**src/rtl/seq_scan_pkg.sv**
```systemverilog
// Shared definitions for the frame scanner: FSM encoding and default pattern constants.
package seq_scan_pkg;

    typedef enum logic [1:0] {
        ST_IDLE  = 2'b00,
        ST_SHIFT = 2'b01,
        ST_DONE  = 2'b10
    } state_e;

    localparam int                    DEF_WORD_W  = 8;
    localparam int                    DEF_CNT_W   = 4;
    localparam int                    DEF_PAT_LEN = 4;
    localparam logic [DEF_PAT_LEN-1:0] DEF_PATTERN = 4'b1001;

    // Width of a down-counter able to hold w-1; never narrower than one bit.
    function automatic int idx_width(input int w);
        return (w > 1) ? $clog2(w) : 1;
    endfunction

endpackage

```
**src/rtl/seq_det_mealy.sv**
```systemverilog
// Bit-serial overlapping pattern detector with a registered Mealy output.
// 'match' is the combinational compare on the current bit; 'hit' is the same
// event delayed by one clock.
module seq_det_mealy
    import seq_scan_pkg::*;
#(
    parameter int                 PAT_LEN = DEF_PAT_LEN,
    parameter logic [PAT_LEN-1:0] PATTERN = DEF_PATTERN
) (
    input  logic clk,
    input  logic reset,
    input  logic en,
    input  logic clr,
    input  logic x,
    output logic match,
    output logic hit
);

    logic [PAT_LEN-2:0] hist_q, hist_d;
    logic [PAT_LEN-1:0] window;
    logic               hit_q, hit_d;

    // Compare the history plus the current bit; advance history only when enabled.
    always_comb begin
        window = {hist_q, x};
        match  = en && (window == PATTERN);
        hit_d  = match;
        hist_d = hist_q;
        if (clr) begin
            hist_d = '0;
        end else if (en) begin
            hist_d = window[PAT_LEN-2:0];
        end
    end

    // History and registered hit flop; async active-low reset clears both.
    always_ff @(posedge clk or negedge reset) begin
        if (!reset) begin
            hist_q <= '0;
            hit_q  <= 1'b0;
        end else begin
            hist_q <= hist_d;
            hit_q  <= hit_d;
        end
    end

    assign hit = hit_q;

endmodule

```
**src/rtl/seq_scan_ctrl.sv**
```systemverilog
// Frame scanner: accepts words over valid/ready, serializes them MSB-first into
// the pattern detector and counts matches per frame with a saturating counter.
//
// Handshake: a word transfers on a rising edge where in_valid && in_ready.
// in_data/in_last are sampled on that edge. in_ready never depends on in_valid,
// and a producer that sees in_ready low must hold its word unchanged.
module seq_scan_ctrl
    import seq_scan_pkg::*;
#(
    parameter int                 WORD_W  = DEF_WORD_W,
    parameter int                 CNT_W   = DEF_CNT_W,
    parameter int                 PAT_LEN = DEF_PAT_LEN,
    parameter logic [PAT_LEN-1:0] PATTERN = DEF_PATTERN
) (
    input  logic              clk,
    input  logic              reset,
    input  logic              in_valid,
    output logic              in_ready,
    input  logic [WORD_W-1:0] in_data,
    input  logic              in_last,
    output logic              busy,
    output logic              hit,
    output logic [CNT_W-1:0]  match_count,
    output logic              overflow,
    output logic              frame_done
);

    localparam int               IDX_W   = idx_width(WORD_W);
    localparam logic [IDX_W-1:0] IDX_TOP = IDX_W'(WORD_W - 1);
    localparam logic [CNT_W-1:0] CNT_MAX = '1;

    state_e            state_q, state_d;
    logic [WORD_W-1:0] shreg_q, shreg_d;
    logic [IDX_W-1:0]  bit_idx_q, bit_idx_d;
    logic              last_q, last_d;
    logic              new_frame_q, new_frame_d;
    logic [CNT_W-1:0]  count_q, count_d;
    logic              ovf_q, ovf_d;

    logic              word_end;
    logic              accept;
    logic              det_en;
    logic              det_clr;
    logic              det_match;

    assign word_end = (bit_idx_q == '0);
    assign accept   = in_valid && in_ready;

    // Ready in IDLE, or on the final bit of a non-last word so words chain without a bubble.
    always_comb begin
        in_ready = 1'b0;
        if (reset) begin
            if (state_q == ST_IDLE) begin
                in_ready = 1'b1;
            end else if (state_q == ST_SHIFT && word_end && !last_q) begin
                in_ready = 1'b1;
            end
        end
    end

    // Next-state logic: word loading, serialization, frame completion.
    always_comb begin
        state_d     = state_q;
        shreg_d     = shreg_q;
        bit_idx_d   = bit_idx_q;
        last_d      = last_q;
        new_frame_d = new_frame_q;
        det_en      = 1'b0;
        det_clr     = 1'b0;
        frame_done  = 1'b0;
        case (state_q)
            ST_IDLE: begin
                if (accept) begin
                    shreg_d     = in_data;
                    bit_idx_d   = IDX_TOP;
                    last_d      = in_last;
                    new_frame_d = 1'b0;
                    state_d     = ST_SHIFT;
                end
            end
            ST_SHIFT: begin
                det_en    = 1'b1;
                shreg_d   = shreg_q << 1;
                bit_idx_d = bit_idx_q - IDX_W'(1);
                if (word_end) begin
                    if (last_q) begin
                        state_d = ST_DONE;
                    end else if (accept) begin
                        shreg_d   = in_data;
                        bit_idx_d = IDX_TOP;
                        last_d    = in_last;
                    end else begin
                        // Frame continues later; detector history is kept.
                        state_d = ST_IDLE;
                    end
                end
            end
            ST_DONE: begin
                frame_done  = 1'b1;
                det_clr     = 1'b1;
                new_frame_d = 1'b1;
                state_d     = ST_IDLE;
            end
            default: begin
                state_d = ST_IDLE;
            end
        endcase
    end

    // Saturating match counter; cleared by the first word of a new frame.
    always_comb begin
        count_d = count_q;
        ovf_d   = ovf_q;
        if (state_q == ST_IDLE && accept && new_frame_q) begin
            count_d = '0;
            ovf_d   = 1'b0;
        end else if (det_match) begin
            if (count_q == CNT_MAX) begin
                ovf_d = 1'b1;
            end else begin
                count_d = count_q + CNT_W'(1);
            end
        end
    end

    // Control and datapath registers; async active-low reset discards any partial frame.
    always_ff @(posedge clk or negedge reset) begin
        if (!reset) begin
            state_q     <= ST_IDLE;
            shreg_q     <= '0;
            bit_idx_q   <= '0;
            last_q      <= 1'b0;
            new_frame_q <= 1'b1;
            count_q     <= '0;
            ovf_q       <= 1'b0;
        end else begin
            state_q     <= state_d;
            shreg_q     <= shreg_d;
            bit_idx_q   <= bit_idx_d;
            last_q      <= last_d;
            new_frame_q <= new_frame_d;
            count_q     <= count_d;
            ovf_q       <= ovf_d;
        end
    end

    seq_det_mealy #(
        .PAT_LEN (PAT_LEN),
        .PATTERN (PATTERN)
    ) u_det (
        .clk   (clk),
        .reset (reset),
        .en    (det_en),
        .clr   (det_clr),
        .x     (shreg_q[WORD_W-1]),
        .match (det_match),
        .hit   (hit)
    );

    assign busy        = (state_q != ST_IDLE);
    assign match_count = count_q;
    assign overflow    = ovf_q;

endmodule

```
**config.mk**
```make
export PLATFORM = sky130hd
export DESIGN_NAME = seq_scan_ctrl
export DESIGN_NICKNAME = d
export VERILOG_FILES = /design/src/rtl/seq_scan_pkg.sv /design/src/rtl/seq_det_mealy.sv /design/src/rtl/seq_scan_ctrl.sv
export SDC_FILE = /design/constraint.sdc
export NUM_CORES = 1
export LEC_CHECK = 0
export BUFFER_PORTS_ARGS = -buffer_cell sky130_fd_sc_hd__buf_2
export CORE_MARGIN = 2
export CORE_UTILIZATION = 45
export DETAILED_ROUTE_END_ITERATION = 8
export GPL_ROUTABILITY_DRIVEN = 1
export GPL_TIMING_DRIVEN = 0
export HOLD_SLACK_MARGIN = 0.05
export PLACE_DENSITY = 0.66
export SETUP_SLACK_MARGIN = 0.1
export SYNTH_ARGS = -nofsm -noshare
export SYNTH_HDL_FRONTEND = slang
export SYNTH_SLANG_ARGS = --single-unit
export TNS_END_PERCENT = 5
```
**constraint.sdc**
```tcl
create_clock -name clk -period 1.7 [get_ports clk]
set_input_delay 0.34 -clock clk [delete_from_list [all_inputs] [get_ports clk]]
set_output_delay 0.34 -clock clk [all_outputs]
set_load 0.005 [all_outputs]
```
==> impl_metrics.json, run 1 <==
{
  "hold_class": "in -> reg",
  "start_kind": "flip-flop",
  "max-cap-violations": 0,
  "power.density_nw_per_um2": 1610,
  "end_kind": "primary output",
  "overflow": 0,
  "rr_endpoint": "bit_idx_q[2]",
  "critPathRequiredTime_ns": 1.36,
  "root_buffer": "clkbuf_4",
  "violations": "negative setup slack",
  "clock_path_buffers": 2,
  "ys.flop_type": "dfrtp_1",
  "grt_setup_unrepaired": "true",
  "multi_input_area_um2": 626,
  "drtPass1Iterations": 4,
  "synth-seq-cells": 24,
  "worst-slew-pin-transition_ns": 1.05,
  "synthSimpleGateAreaFrac": 0.178,
  "antenna_found_initial": 0,
  "synthDistinctLibCells": 36,
  "finalSetupViolations": 1,
  "vias": 996,
  "cp.arrival_ns": 1.43,
  "status": "complete, but fails checks",
  "synth_compound_area_frac": 0.189,
  "via_per_inst": 5.41,
  "leakage_uw": 0.000747,
  "synthAdderAreaFrac": 0.0585,
  "critPathKind": "reg -> out",
  "antennaDiodeCount": 0,
  "fmax_mhz": 566,
  "wirelength_um": 2620,
  "place_ws_ns": -0.221,
  "grt_pass1_vias": 1059,
  "fp.coreArea_um2": 2730,
  "finClkSkew_ns": 0.00442,
  "final_cell_mix": "dfrtp_1, buf_2, nand2_1, inv_1, buf_4",
  "yosysWarnings": 0,
  "min_to": "shreg_q[0]",
  "avgSynthCellArea_um2": 10.8,
  "ff2ff_path_depth": 8,
  "synth_xor_area_frac": 0.0205,
  "first_iter_violations": 38,
  "final_nets": 172,
  "wire_per_inst_um": 14.3,
  "r2r_slack_ns": 0.04,
  "syn_nets": 137,
  "crit_path_max_fanout": 3,
  "max_stage_delay_ns": 0.42,
  "placementRows": 19,
  "hpwlAfterDp_um": 1680,
  "drc_errors": 0,
  "synthMuxAreaShare": 0.0253,
  "cts_tree": "yes",
  "gp_congestion": 0.761,
  "peakVddDrop_mv": 0.908,
  "final_antenna_net_count": 0,
  "num-fill-cells": 236,
  "die_x_um": 57.4,
  "grt_max_degree": 24,
  "layout_commonest_cell": "dfrtp_1",
  "synth_top_family_by_area": "compound AO/OA/AOI/OAI gates",
  "min_from": "in_data[0]",
  "finalHoldViolCount": 0,
  "areaGrowthSynthToFinish_pct": 23.7,
  "setup_slack_ns": -0.0678,
  "clkTransAtPathRegs_ns": 0.13,
  "die-height_um": 57.4,
  "grt_usage": 0.178,
  "grt_pass1_wl_um": 4590,
  "synthCells": 119,
  "cts_buffers": 3,
  "yosysSeqAreaShare": 0.469,
  "fp.dieArea_um2": 3300,
  "start_util": 0.470,
  "drive_above_1_share": 0.379,
  "ios": 21,
  "period_share": 1.04,
  "power_uw": 2560,
  "slew_headroom": 0.299,
  "cpMaxStageDelayCell": "dfrtp_1",
  "r2r_start": "state_q[0]",
  "regArea_um2": 602,
  "post-route-min-period_ns": 1.77,
  "io_buffers": 20,
  "h-tree-depth": 1,
  "clkLatencyLatePin_ns": 0.31,
  "syn_area_um2": 1280,
  "cts.sinks": 24,
  "finalMaxSlewViolations": 0,
  "synth_edf_count": 0,
  "min_delay_path_depth": 3,
  "worstPathCellList": "inv_2 -> ha_4 -> and4bb_4 -> o21a_1 -> buf_2",
  "async_reset_ff_frac": 1.00,
  "finalSetupTns_ns": -0.0678
}
## final cells by class
type | count | share of cell area
clock buffers | 3 | 0.0142
repair buffers | 31 | 0.122
clock inverters | 1 | 0.0189
flip-flops and latches | 24 | 0.379
multi-input cells | 79 | 0.394
inverters | 12 | 0.0284
plain buffers | 3 | 0.0189
well taps | 31 | 0.0244
## routing by layer
layer / wire length [um] / GRT usage / up-vias
li1: - / - / 490
met1: 1140 / 0.210 / 485
met2: 1360 / 0.323 / 17
met3: 97 / 0.0408 / 4
met4: 27 / 0.0465 / 0
met5: 0 / 0 / -
## registers in the layout, summed over array words and instances (netlist names)
name and cells:
shreg_q 8, new_frame_q 1, bit_idx_q 3, overflow 1
state_q 2, match_count 4, last_q 1, u_det.hist_q 3
u_det.hit 1
## worst max-delay path: cells and delay by family (launching register included)
family / cells / cell delay, ns
AO/OA/AOI/OAI: 1 / 0.11
AND/OR/NAND/NOR: 1 / 0.23
adder cells (fa/ha/maj): 1 / 0.15
flip-flops: 1 / 0.42
buffers and inverters: 2 / 0.20
## cells by family (layout without fill, tap and decap cells)
kind of cell	after synthesis	in the layout
xor gates and xnor gates	3	3
buffers and inverters	16	50
adders and majority gates	6	6
DFF	24	24
and+or+nand+nor	39	39
muxes	2	2
AOI/OAI and AO/OA	29	29
## Yosys cell counts, types with 2 or more instances
| library cell | number | area share |
|---|---|---|
| xor2_1 | 3 | 0.020 |
| nand2_1 | 10 | 0.029 |
| a21oi_1 | 3 | 0.012 |
| nor2_1 | 6 | 0.018 |
| o22ai_1 | 2 | 0.0097 |
| dfrtp_1 | 23 | 0.45 |
| nand3b_1 | 3 | 0.018 |
| nand3_1 | 2 | 0.0078 |
| nand2b_1 | 7 | 0.034 |
| buf_4 | 2 | 0.012 |
| a31oi_1 | 3 | 0.015 |
| inv_1 | 12 | 0.035 |
| nand4_1 | 2 | 0.0097 |
| o221a_2 | 7 | 0.061 |
| ha_1 | 6 | 0.058 |
| o21ai_0 | 6 | 0.023 |
| and3_1 | 2 | 0.0097 |
| o21a_1 | 2 | 0.012 |
## where the power goes
part,internal (uW),switching [uW]
Combinational,603,547
Clock,238,173
Sequential,814,188
## worst max path at each step
stage	start	endpoint	slack [ns]	cells after the start
detailed placement	reset	shreg_q[6]	-0.22	6
floorplan	state_q[1]	shreg_q[1]	0.21	6
finish	state_q[1]	in_ready	-0.07	5
global placement	reset	shreg_q[2]	-0.18	6
global route	bit_idx_q[0]	in_ready	-0.16	5
CTS	state_q[1]	in_ready	-0.13	6
## stage by stage
step           hold slack, ns  instance area (um^2)  utilization  cells
3_3_place_gp            0.367                  1420        0.520    170
3_5_place_dp            0.370                  1420        0.520    170
4_1_cts                 0.262                  1540        0.562    180
6_report                0.256                  1590        0.581    184
2_1_floorplan          0.0444                  1280            -    119
5_1_grt                 0.281                  1590        0.581    184
## timing repair
action | CTS | global route
hold endpoints to repair | 23 | 0
pin swaps | 1 | 4
hold buffers | 2 | 0
endpoints found under the setup margin | 11 | 37
buffers inserted | 4 | 5
cloned | 0 | 0
gates resized for setup | 5 | 8
Power figures use the tool's default switching activity.
==> run 2, diff against run 1 <==
--- a/config.mk
+++ b/config.mk
@@ -13,7 +13,6 @@
 export GPL_TIMING_DRIVEN = 0
 export HOLD_SLACK_MARGIN = 0.05
 export PLACE_DENSITY = 0.66
-export SETUP_SLACK_MARGIN = 0.1
 export SYNTH_ARGS = -nofsm -noshare
 export SYNTH_HDL_FRONTEND = slang
 export SYNTH_SLANG_ARGS = --single-unit
==> run 2 against run 1 <==
Compared with the run above: the run still ends with negative setup slack left; critical path type unchanged; routed wire length down 2.2%; first-iteration DRC count down 18%; clock power about the same; non-clock buffer count down 2; largest cell class unchanged; sequential power about the same.
==> impl_metrics.json, run 2 (same netlist as run 1, synthesis figures left out) <==
{
  "grt_pass1_wl_um": 4580,
  "peakVddDrop_mv": 0.904,
  "start_kind": "flip-flop",
  "placementRows": 19,
  "finalSetupViolations": 1,
  "leakage_uw": 0.000730,
  "final_cell_mix": "dfrtp_1, buf_2, nand2_1, inv_1, buf_4",
  "clock_path_buffers": 2,
  "areaGrowthSynthToFinish_pct": 21.8,
  "num-fill-cells": 239,
  "root_buffer": "clkbuf_4",
  "io_buffers": 20,
  "fp.dieArea_um2": 3300,
  "setup_slack_ns": -0.0633,
  "hold_class": "in -> reg",
  "h-tree-depth": 1,
  "grt_max_degree": 24,
  "grt_usage": 0.178,
  "finalMaxSlewViolations": 0,
  "power.density_nw_per_um2": 1610,
  "ios": 21,
  "antenna_found_initial": 0,
  "clkTransAtPathRegs_ns": 0.13,
  "design_area_um2": 1560,
  "cts.sinks": 24,
  "status": "complete, but fails checks",
  "largest_register": "shreg_q",
  "wirelength_um": 2570,
  "finClkSkew_ns": 0.00196,
  "end_kind": "primary output",
  "via_per_inst": 5.45,
  "cts_buffers": 3,
  "die-height_um": 57.4,
  "grt_pass1_vias": 1055,
  "start_util": 0.470,
  "drtPass1Iterations": 4,
  "layout_commonest_cell": "dfrtp_1",
  "max-cap-violations": 0,
  "drive_above_1_share": 0.364,
  "place_ws_ns": -0.221,
  "die_x_um": 57.4,
  "fmax_mhz": 567,
  "postPlaceCellArea_um2": 1420,
  "grt_setup_unrepaired": "true",
  "wire_per_inst_um": 14.1,
  "cp.arrival_ns": 1.42,
  "period_share": 1.04,
  "drc_errors": 0,
  "hold_ws_ns": 0.256,
  "cts_tree": "yes",
  "slew_headroom": 0.302,
  "antennaDiodeCount": 0,
  "largest_reg_flops": 8,
  "finalHoldViolCount": 0,
  "critPathRequiredTime_ns": 1.36,
  "fp.coreArea_um2": 2730,
  "first_iter_violations": 31,
  "final_nets": 170,
  "gp_congestion": 0.761,
  "violations": "negative setup slack",
  "hpwlAfterDp_um": 1680,
  "overflow": 0,
  "post-route-min-period_ns": 1.76,
  "crit_path_max_fanout": 3,
  "critPathKind": "reg -> out",
  "worst-slew-pin-transition_ns": 1.04,
  "final_antenna_net_count": 0,
  "vias": 992,
  "clkLatencyLatePin_ns": 0.31
}
-- run 2: cell types whose count changed in the layout (fill, tap and decap cells not counted) --
cell            before  now
ha_2                 2    1
dlygate4sd3_1        1    2
buf_6                3    2
ha_1                 3    4
dlymetal6s4s_1       1    0
buf_4                9    8
-- run 2: metrics by stage --
step	TNS (ns)	power, uW	std cells	utilization
finish	-0.0633	2520	182	0.572
global route	-0.313	2740	182	0.572
CTS	-0.125	2500	180	0.561
detailed placement	-2.03	2030	170	0.520
global placement	-1.57	1970	170	0.520
floorplan	0	1740	119	-
-- run 2: critical path: stages (launching register included) --
cell      delay, ns
dfrtp_1        0.38
inv_1          0.09
ha_2           0.18
and4bb_4       0.24
o21a_1         0.11
buf_2          0.10
-- run 2: routing by layer --
metal  GRT usage  routed length (um)  vias to the layer above
met5           0                   0                        -
met4      0.0465                  27                        0
met3      0.0408                 123                        4
met2       0.323                1310                       20
met1       0.210                1100                      479
li1            -                   -                      489
-- run 2: power breakdown --
| part | leakage, uW | switching [uW] | internal (uW) |
|---|---|---|---|
| clock network | 0.0000279 | 174 | 238 |
| registers | 0.000274 | 189 | 814 |
| logic | 0.000428 | 532 | 574 |
-- run 2: path summary, 6_finish.rpt --
check                             startpoint           end  slack, ns  cells after the start
max in group asynchronous              reset    shreg_q[1]       0.27                      2
worst max register to register    state_q[1]  bit_idx_q[2]       0.02                      8
worst min-delay path              in_data[0]    shreg_q[0]       0.26                      3
min in group asynchronous              reset   new_frame_q       0.60                      2
worst max-delay path            bit_idx_q[1]      in_ready      -0.06                      5
worst min register to register   new_frame_q   new_frame_q       0.51                      2
-- run 2: repair_timing --
item,in CTS,in global routing
buffers inserted,4,3
endpoints found under the setup margin,2,10
pin swaps,0,3
hold buffers,2,0
gates resized for setup,4,6
hold endpoints to repair,23,0
-- run 2: layout make-up --
cell class | instances | area (um^2) | area share
repair buffers | 29 | 173 | 0.110
flip-flops and latches | 24 | 602 | 0.385
clock buffers | 3 | 22.5 | 0.0144
plain buffers | 3 | 30.0 | 0.0192
clock inverters | 1 | 30.0 | 0.0192
inverters | 12 | 45.0 | 0.0288
well taps | 31 | 38.8 | 0.0248
multi-input cells | 79 | 623 | 0.398
